**src/rtl/ik_div_pkg.sv**
```systemverilog
// ik_div_pkg: shared constants and types for the inverse-datapath divider arbiter
package ik_div_pkg;
  localparam int WIDTH = 36;
  localparam int LANES = 6;
  localparam logic [WIDTH-1:0] FIXED_ONE = 36'd65536;
  localparam logic [WIDTH-1:0] DIV_SAT = 36'h7_FFFF_FFFF;
  typedef struct packed {
    logic       valid;
    logic [1:0] id;
    logic       divzero;
  } div_tag_t;
  typedef logic [LANES-1:0][WIDTH-1:0] lanes_t;
endpackage

```
**src/rtl/div_arb_tag_pipe.sv**
```systemverilog
// div_arb_tag_pipe: resettable shift register carrying requester tags alongside divider operands
module div_arb_tag_pipe import ik_div_pkg::*; #(
  parameter int DEPTH = 7
) (
  input  logic     clk,
  input  logic     reset_n,
  input  div_tag_t tag_in,
  output div_tag_t tag_out,
  output logic     any_valid
);
  div_tag_t [DEPTH-1:0] tags_q, tags_d;
  always_comb tags_d = {tags_q[DEPTH-2:0], tag_in};
  always_ff @(posedge clk or negedge reset_n)
    if (!reset_n) tags_q <= '0;
    else tags_q <= tags_d;
  always_comb begin
    any_valid = 1'b0;
    for (int i = 0; i < DEPTH; i++) any_valid = any_valid | tags_q[i].valid;
  end
  assign tag_out = tags_q[DEPTH-1];
endmodule

```
**src/rtl/array_div_arbiter.sv**
```systemverilog
// array_div_arbiter: shares one pipelined array divider among requesters; ARRAY_DIV_ARB_RR_EN selects round-robin over fixed priority
module array_div_arbiter #(
  parameter int NREQ    = 2,
  parameter int LANES   = 6,
  parameter int WIDTH   = 36,
  parameter int DIV_LAT = 6
) (
  input  logic                                clk,
  input  logic                                reset_n,
  input  logic [NREQ-1:0]                     req_valid,
  output logic [NREQ-1:0]                     req_ready,
  input  logic [NREQ-1:0][LANES-1:0][WIDTH-1:0] req_dividends,
  input  logic [NREQ-1:0][WIDTH-1:0]          req_divisor,
  output logic [LANES-1:0][WIDTH-1:0]         div_dividends,
  output logic [WIDTH-1:0]                    div_divisor,
  input  logic [LANES-1:0][WIDTH-1:0]         div_quotients,
  output logic [NREQ-1:0]                     rsp_valid,
  output logic [LANES-1:0][WIDTH-1:0]         rsp_quotients,
  output logic                                rsp_divzero,
  output logic                                busy
);
  import ik_div_pkg::*;
  logic [NREQ-1:0] grant;
  logic [1:0] gid;
  logic [LANES-1:0][WIDTH-1:0] div_dividends_q, div_dividends_d, rsp_quotients_q, rsp_quotients_d;
  logic [WIDTH-1:0] div_divisor_q, div_divisor_d;
  logic [NREQ-1:0] rsp_valid_q, rsp_valid_d;
  logic rsp_divzero_q, rsp_divzero_d, pipe_busy;
  div_tag_t tag_in, tag_out;
`ifdef ARRAY_DIV_ARB_RR_EN
  logic [1:0] ptr_q, ptr_d;
  int k;
  // scan from lowest priority up so the entry just after the pointer wins last
  always_comb begin
    grant = '0;
    gid = '0;
    k = 0;
    for (int i = NREQ; i >= 1; i--) begin
      k = (int'(ptr_q) + i) % NREQ;
      if (req_valid[k]) begin
        grant = '0;
        grant[k] = 1'b1;
        gid = 2'(k);
      end
    end
    ptr_d = (|grant) ? gid : ptr_q;
  end
  always_ff @(posedge clk or negedge reset_n)
    if (!reset_n) ptr_q <= 2'(NREQ-1);
    else ptr_q <= ptr_d;
`else
  always_comb begin
    grant = '0;
    gid = '0;
    for (int i = NREQ-1; i >= 0; i--)
      if (req_valid[i]) begin
        grant = '0;
        grant[i] = 1'b1;
        gid = 2'(i);
      end
  end
`endif
  always_comb begin
    div_dividends_d = '0;
    div_divisor_d = '0;
    tag_in = '0;
    for (int j = 0; j < NREQ; j++)
      if (grant[j]) begin
        div_dividends_d = req_dividends[j];
        div_divisor_d = req_divisor[j];
      end
    tag_in.valid = |grant;
    tag_in.id = gid;
    tag_in.divzero = (|grant) && (div_divisor_d == '0);
  end
  div_arb_tag_pipe #(.DEPTH(DIV_LAT+1)) u_tags (
    .clk(clk), .reset_n(reset_n), .tag_in(tag_in), .tag_out(tag_out), .any_valid(pipe_busy)
  );
  always_comb begin
    rsp_valid_d = '0;
    for (int j = 0; j < NREQ; j++) rsp_valid_d[j] = tag_out.valid && (tag_out.id == 2'(j));
    rsp_divzero_d = tag_out.valid && tag_out.divzero;
    rsp_quotients_d = !tag_out.valid ? '0 : tag_out.divzero ? {LANES{WIDTH'(DIV_SAT)}} : div_quotients;
  end
  always_ff @(posedge clk or negedge reset_n)
    if (!reset_n) begin
      div_dividends_q <= '0;
      div_divisor_q <= '0;
      rsp_valid_q <= '0;
      rsp_quotients_q <= '0;
      rsp_divzero_q <= 1'b0;
    end else begin
      div_dividends_q <= div_dividends_d;
      div_divisor_q <= div_divisor_d;
      rsp_valid_q <= rsp_valid_d;
      rsp_quotients_q <= rsp_quotients_d;
      rsp_divzero_q <= rsp_divzero_d;
    end
  assign req_ready = grant;
  assign div_dividends = div_dividends_q;
  assign div_divisor = div_divisor_q;
  assign rsp_valid = rsp_valid_q;
  assign rsp_quotients = rsp_quotients_q;
  assign rsp_divzero = rsp_divzero_q;
  assign busy = pipe_busy | (|rsp_valid_q);
endmodule

```
**config.mk**
```make
export PLATFORM = sky130hd
export DESIGN_NAME = array_div_arbiter
export DESIGN_NICKNAME = d
export VERILOG_FILES = /design/src/rtl/ik_div_pkg.sv /design/src/rtl/div_arb_tag_pipe.sv /design/src/rtl/array_div_arbiter.sv
export SDC_FILE = /design/constraint.sdc
export NUM_CORES = 1
export LEC_CHECK = 0
export BUFFER_PORTS_ARGS = -buffer_cell sky130_fd_sc_hd__buf_2
export CAP_MARGIN = 40
export CORE_AREA = 2 2 461 463
export CTS_CLUSTER_DIAMETER = 100
export DETAILED_ROUTE_END_ITERATION = 10
export DIE_AREA = 0 0 463 465
export PLACE_DENSITY = 0.3
export SKIP_LAST_GASP = 1
export SYNTH_ARGS = -nofsm -noshare
export SYNTH_HDL_FRONTEND = slang
export SYNTH_SLANG_ARGS = --single-unit
```
**constraint.sdc**
```tcl
create_clock -name clk -period 1.7 [get_ports clk]
set_clock_uncertainty 0.1 [all_clocks]
set_input_delay 0.255 -clock clk [delete_from_list [all_inputs] [get_ports clk]]
set_output_delay 0.255 -clock clk [all_outputs]
set_load 0.01 [all_outputs]
```
# Word-level counts from Yosys, hierarchy flattened
# Cells that the tools add are included.
# Widths: inputs -> output; s select.
word_totals:
  latch_bits: 0
  regBits: 499
  n_memories: 0
  in_bits: 724
  ramBits: 0
  mem_bits_ro: 0
  wordCells: 62
  output_inout_bits: 474
op_classes:
  n_shift: 0
  n_reduce_logical: 8
  n_addsub: 0
  div: 0
  magnitude_cmp: 0
  muxes: 10
  n_bitwise: 7
  n_mul: 0
  n_eq_ne: 1
op_table:
  columns: ["operator", "n"]
  rows:
  - ["$mux 216", 4]
  - ["$mux 36", 2]
  - ["$logic_not 36->1", 1]
  - ["$or 1x1->1", 7]
  - ["$mux 2", 3]
  - ["$logic_and 1x1->1", 4]
  - ["$reduce_or 2->1", 2]
  - ["$eq 2x1->1 const B", 1]
  - ["$logic_not 2->1", 1]
  - ["$mux 1", 1]

# Logic depth before layout (Yosys ltp)
logic_depth:
  word_depth: 7
  depth_mapped: 6
  depth_no_buf: 4

# Hierarchy
# Synthesis repeated with hierarchy kept, for this count alone.
hier_totals:
  hier_cells: 1648
  area_unflattened_um2: 18267.5
modules_own_cells:
  columns: ["mod", "seq_area_each_um2", "instances", "cells_per_inst", "area_per_inst_um2"]
  rows:
  - ["array_div_arbiter", 11786.3, 1, 1617, 17551.8]
  - ["div_arb_tag_pipe", 700.7, 1, 31, 715.7]

# Worst setup path after synthesis
# Ideal clock, no wire load.
synth_path:
  path_kind: "reg2out"
  start: "register u_tags.tags_q, in the netlist u_tags.tag_out[3]"
  end: "output busy"
  path_buffers: 2
  slack_ns: 0.412
  arrival_ns: 0.933
  path_stages_with_launch: 5
  cell_sequence: "dfrtp_1 > buf_2 > buf_2 > nor3_1 > nand3_1"
synth_between:
  elab_chain_len: 2
synth_lines:
  columns: ["item", "line_no", "source"]
  rows:
  - ["start: declaration", "div_arb_tag_pipe.sv:11", "div_tag_t [DEPTH-1:0] tags_q, tags_d;"]
  - ["start signal: assignment", "div_arb_tag_pipe.sv:15", "else tags_q <= tags_d;"]
  - ["$or 1x1->1", "div_arb_tag_pipe.sv:18", "for (int i = 0; i < DEPTH; i++) any_valid = any_valid | tags_q[i].valid;"]
  - ["$or 1x1->1", "array_div_arbiter.sv:105", "assign busy = pipe_busy | (|rsp_valid_q);"]
  - ["end: declaration", "array_div_arbiter.sv:20", "output logic busy"]
# No other way between the ends.

# Final worst setup path
layout_path:
  start: "register u_tags.tags_q, in the netlist u_tags.tags_d[15]"
  end: "output busy"
layout_between:
  elab_chain_len: 6
layout_lines:
  columns: ["item", "line_no"]
  rows:
  - ["$or 1x1->1 (5 in series)", "div_arb_tag_pipe.sv:18"]
  - ["$or 1x1->1", "array_div_arbiter.sv:105"]
# No other way between the ends.

==> results.sh <==
export IMPL_run_status="complete, but fails checks"
export IMPL_violations="negative setup slack"
export IMPL_gp_congestion=0.8632
export IMPL_track_usage_pct=13.01
export IMPL_synth_top_family_by_area="compound AO/OA/AOI/OAI gates"
export IMPL_finish_utilization_pct=18.60
export IMPL_syn_nets=2362
export IMPL_max_cap_violations=0
export IMPL_dpl_hpwl_um=117800
export IMPL_worst_r2r_path_depth=5
export IMPL_setup_viol_count_final=7
export IMPL_cellInternalPower_w=0.02467
export IMPL_tritoncts_clock_tree="yes"
export IMPL_syn_area_per_cell_um2=11.01
export IMPL_finalNetCount=4424
export IMPL_post_route_cells_drive_above_1_share_pct=38.26
export IMPL_die_height_um=465
export IMPL_required_ns=1.34
export IMPL_worst_endpoint_arrival_ns=1.61
export IMPL_power_leakage_nw=18.50
export IMPL_nFillCells=23727
export IMPL_drcViolationCount=0
export IMPL_synth_sequential_area_ratio_pct=68.30
export IMPL_synthMuxAreaShare_pct=0
export IMPL_vdd_ir_drop_worst_mv=0.6761
export IMPL_vias=20924
export IMPL_wl_um=143100
export IMPL_critical_path_class="register to primary output"
export IMPL_clkSinkCount=492
export IMPL_grt_first_pass_wirelength_um=192200
export IMPL_hold_path_end="div_dividends[175]$_DFF_PN0_"
export IMPL_clkPwrFrac_pct=44.4
export IMPL_global_route_usage_met3_pct=6.289
export IMPL_worst_setup_hold_path_clk_slew_ns=0.06
export IMPL_hold_depth=3
export IMPL_synth_simple_gate_area_share_pct=11.83
export IMPL_reg2reg_setup_slack_ns=0.13
export IMPL_floorplan_die_area_um2=215300
export IMPL_switching_share_of_power_pct=28.25
export IMPL_sequentialPowerShare_pct=37.2
export IMPL_end_kind="primary output"
export IMPL_crit_fanout=2
export IMPL_number_of_antenna_violations_at_the_first_check_in_global_routing=138
export IMPL_timing_max_slew_rel_slack_pct=43.17
export IMPL_r2r_end="rsp_quotients[75]$_DFF_PN0_"
export IMPL_stdcell_count=6608
export IMPL_start_util_pct=8.551
export IMPL_cts_buffers_inserted=70
export IMPL_global_route_overflow_total=0
export IMPL_grt_use_met2_pct=21.87
export IMPL_synth_compound_area_share_pct=16.05
export IMPL_boundaryPins=1198
export IMPL_period_share_pct=115.8
export IMPL_yosys_warning_count=0
export IMPL_synthCells=1638
export IMPL_power_switching_w=0.009712
export IMPL_layout_area_overhead_vs_synth_pct=117.5
export IMPL_cts_root_buffer="sky130_fd_sc_hd__clkbuf_16"
export IMPL_p_per_area_nw_per_um2=876.9
export IMPL_grt_max_degree=105
export IMPL_holdCritStartpoint="req_valid[0]"
export IMPL_period_needed_ns=1.969
export IMPL_post_synthesis_cell_area_um2=18030
export IMPL_unrepaired_setup_endpoints_after_global_routing="yes"
export IMPL_ys_seq_elements=492
export IMPL_drtAntennaViolNets=0
export IMPL_worst_slew_pin_slew_ns=0.8446
export IMPL_synthesized_area_fraction_occupied_by_xor_and_xnor_cells_pct=0
export IMPL_timing_max_transition_violations_final=0
export IMPL_synthAdderAreaFrac_pct=0
export IMPL_vias_per_cell=3.166
export IMPL_power_share_of_the_combinational_group_pct=18.3
export IMPL_core_um2=210800
export IMPL_dr_first_iter_drc_count=838
export IMPL_placed_cells=5627
export IMPL_placementRows=169
export IMPL_min_path_type="input pin to register"
export IMPL_globalRouteMet1Util_pct=14.44
export IMPL_port_buffers=1197
export IMPL_ctsLongestPathBuffers=3
export IMPL_fmaxAchievable_ghz=0.5079
export IMPL_detailedRoute_firstPassIterationCount=5
export IMPL_design_area_um2=39210
export IMPL_detailed_route_wire_length_per_cell_um=21.65
export IMPL_hold_viol=0
export IMPL_die_w_um=463
export IMPL_hold_worst_slack_ns=0.05740
export IMPL_postPlaceCellArea_um2=28090
export IMPL_synthDistinctLibCells=27
export IMPL_global_route_peak_usage_layer="met2"
export IMPL_clock_insertion_delay_worst_skew_ns=0.68
export IMPL_worst_r2r_startpoint="u_tags.tag_out[3]$_DFF_PN0_"
export IMPL_finalWorstSetupSlack_ns=-0.2689
export IMPL_cts_htree_levels=3
export IMPL_worstSetupStartpointType="register"
export IMPL_grt_pass1_vias=22429
export IMPL_tns_ns=-0.3259
## synthesized netlist by cell type, drive strengths merged
cell    instances  area, µm²
nor2b           3      21.27
a21boi          1      7.510
a31oi           1      6.260
dfrtp         492      12310
nor4b           2      23.77
and3            1      6.260
nor4           13      81.33
nand2         502       1884
nor3            5      25.02
clkbuf         15      58.81
o211ai          1      12.51
and2            8      50.05
o22ai           1      6.260
o21a          210       1577
nand4           2      12.51
buf           120      631.9
nand3           2      10.01
o21ai         253       1266
a22o            2      17.52
or2             1      6.260
nor2            3      11.26
## critical path, stage by stage (launching register included)
cell                      delay [ns]
sky130_fd_sc_hd__dfrtp_1        0.39
sky130_fd_sc_hd__nor4_2         0.26
sky130_fd_sc_hd__nand3_1        0.12
sky130_fd_sc_hd__buf_6          0.16
## what timing repair did
action                                 in CTS  in global routing
endpoints found under the hold margin     962                  9
setup endpoints to repair                  77                 23
hold buffers                              821                 10
setup buffers                               1                  0
gates resized for setup                   113                  8
pin swaps                                   1                  1
## sequential cells by signal, summed over array words and instances, names as in the netlist
signal / flops
div_dividends: 216
rsp_quotients: 216
div_divisor: 36
u_tags.tags_d: 18
u_tags.tag_out: 3
rsp_valid: 2
rsp_divzero: 1
## layer usage
layer	routed length, µm	share of wire, %	vias to the layer above
li1	-	-	9560
met1	54990	38	9862
met2	67490	47	1095
met3	15830	11	323
met4	4204	2.9	84
met5	540	0.38	-
## power groups by stage
| stage | combinational (W) | clock (W) | sequential, W |
|---|---|---|---|
| 3_5_place_dp | 0.00456 | 0 | 0.0130 |
| 5_1_grt | 0.00685 | 0.0164 | 0.0129 |
| 6_report | 0.00630 | 0.0153 | 0.0128 |
| 2_1_floorplan | 0.00104 | 0 | 0.0133 |
| 3_3_place_gp | 0.00460 | 0 | 0.0130 |
| 4_1_cts | 0.00647 | 0.0160 | 0.0128 |
## cell families after synthesis
| logic type | Yosys count |
|---|---|
| buffers and inverters | 135 |
| AOI/OAI and AO/OA | 469 |
| and+or+nand+nor | 542 |
| DFF | 492 |
## worst max path at each step
stage,startpoint,end,depth (start not counted)
2_1_floorplan,u_tags.tag_out[3]$_DFF_PN0_,busy,4
3_3_place_gp,req_divisor[33],u_tags.tags_d[4]$_DFF_PN0_,6
3_5_place_dp,req_divisor[33],u_tags.tags_d[4]$_DFF_PN0_,7
4_1_cts,u_tags.tags_d[15]$_DFF_PN0_,busy,3
5_1_grt,u_tags.tags_d[15]$_DFF_PN0_,busy,3
6_report,u_tags.tags_d[15]$_DFF_PN0_,busy,3
## metrics by stage
step / worst slack [ns] / power, W
2_1_floorplan: 0.4121 / 0.01439
3_3_place_gp: -0.9480 / 0.01759
3_5_place_dp: -0.6012 / 0.01755
4_1_cts: -0.4306 / 0.03533
5_1_grt: -0.4238 / 0.03615
6_report: -0.2689 / 0.03438
## cell type report
type                    instances  area [µm²]  area share [%]
repair buffers               2125       15840           40.39
flip-flops and latches        492       12330           31.43
multi-input cells            1011        5054           12.89
well taps                    2821        3530           9.002
clock buffers                  94        2012           5.131
clock inverters                29       362.8          0.9254
diodes                         36       90.09          0.2298
## cells in the final DEF (no fill, tap or decap), types with 4 or more instances in the layout
cell,Yosys,layout
sky130_fd_sc_hd__clkinv_2,0,12
sky130_fd_sc_hd__dfrtp_2,0,5
sky130_fd_sc_hd__buf_2,112,1128
sky130_fd_sc_hd__diode_2,0,36
sky130_fd_sc_hd__o21ai_1,250,250
sky130_fd_sc_hd__and2_1,8,8
sky130_fd_sc_hd__buf_8,0,4
sky130_fd_sc_hd__buf_12,0,32
sky130_fd_sc_hd__buf_6,3,57
sky130_fd_sc_hd__dlygate4sd3_1,0,818
sky130_fd_sc_hd__dfrtp_1,492,485
sky130_fd_sc_hd__inv_6,0,4
sky130_fd_sc_hd__o21a_1,210,210
sky130_fd_sc_hd__clkbuf_8,0,17
sky130_fd_sc_hd__clkbuf_16,0,70
sky130_fd_sc_hd__nand2_1,502,502
sky130_fd_sc_hd__buf_4,5,83
sky130_fd_sc_hd__clkbuf_1,13,7
sky130_fd_sc_hd__nor4_1,13,10
No activity file was read; power rests on OpenSTA's default activity.
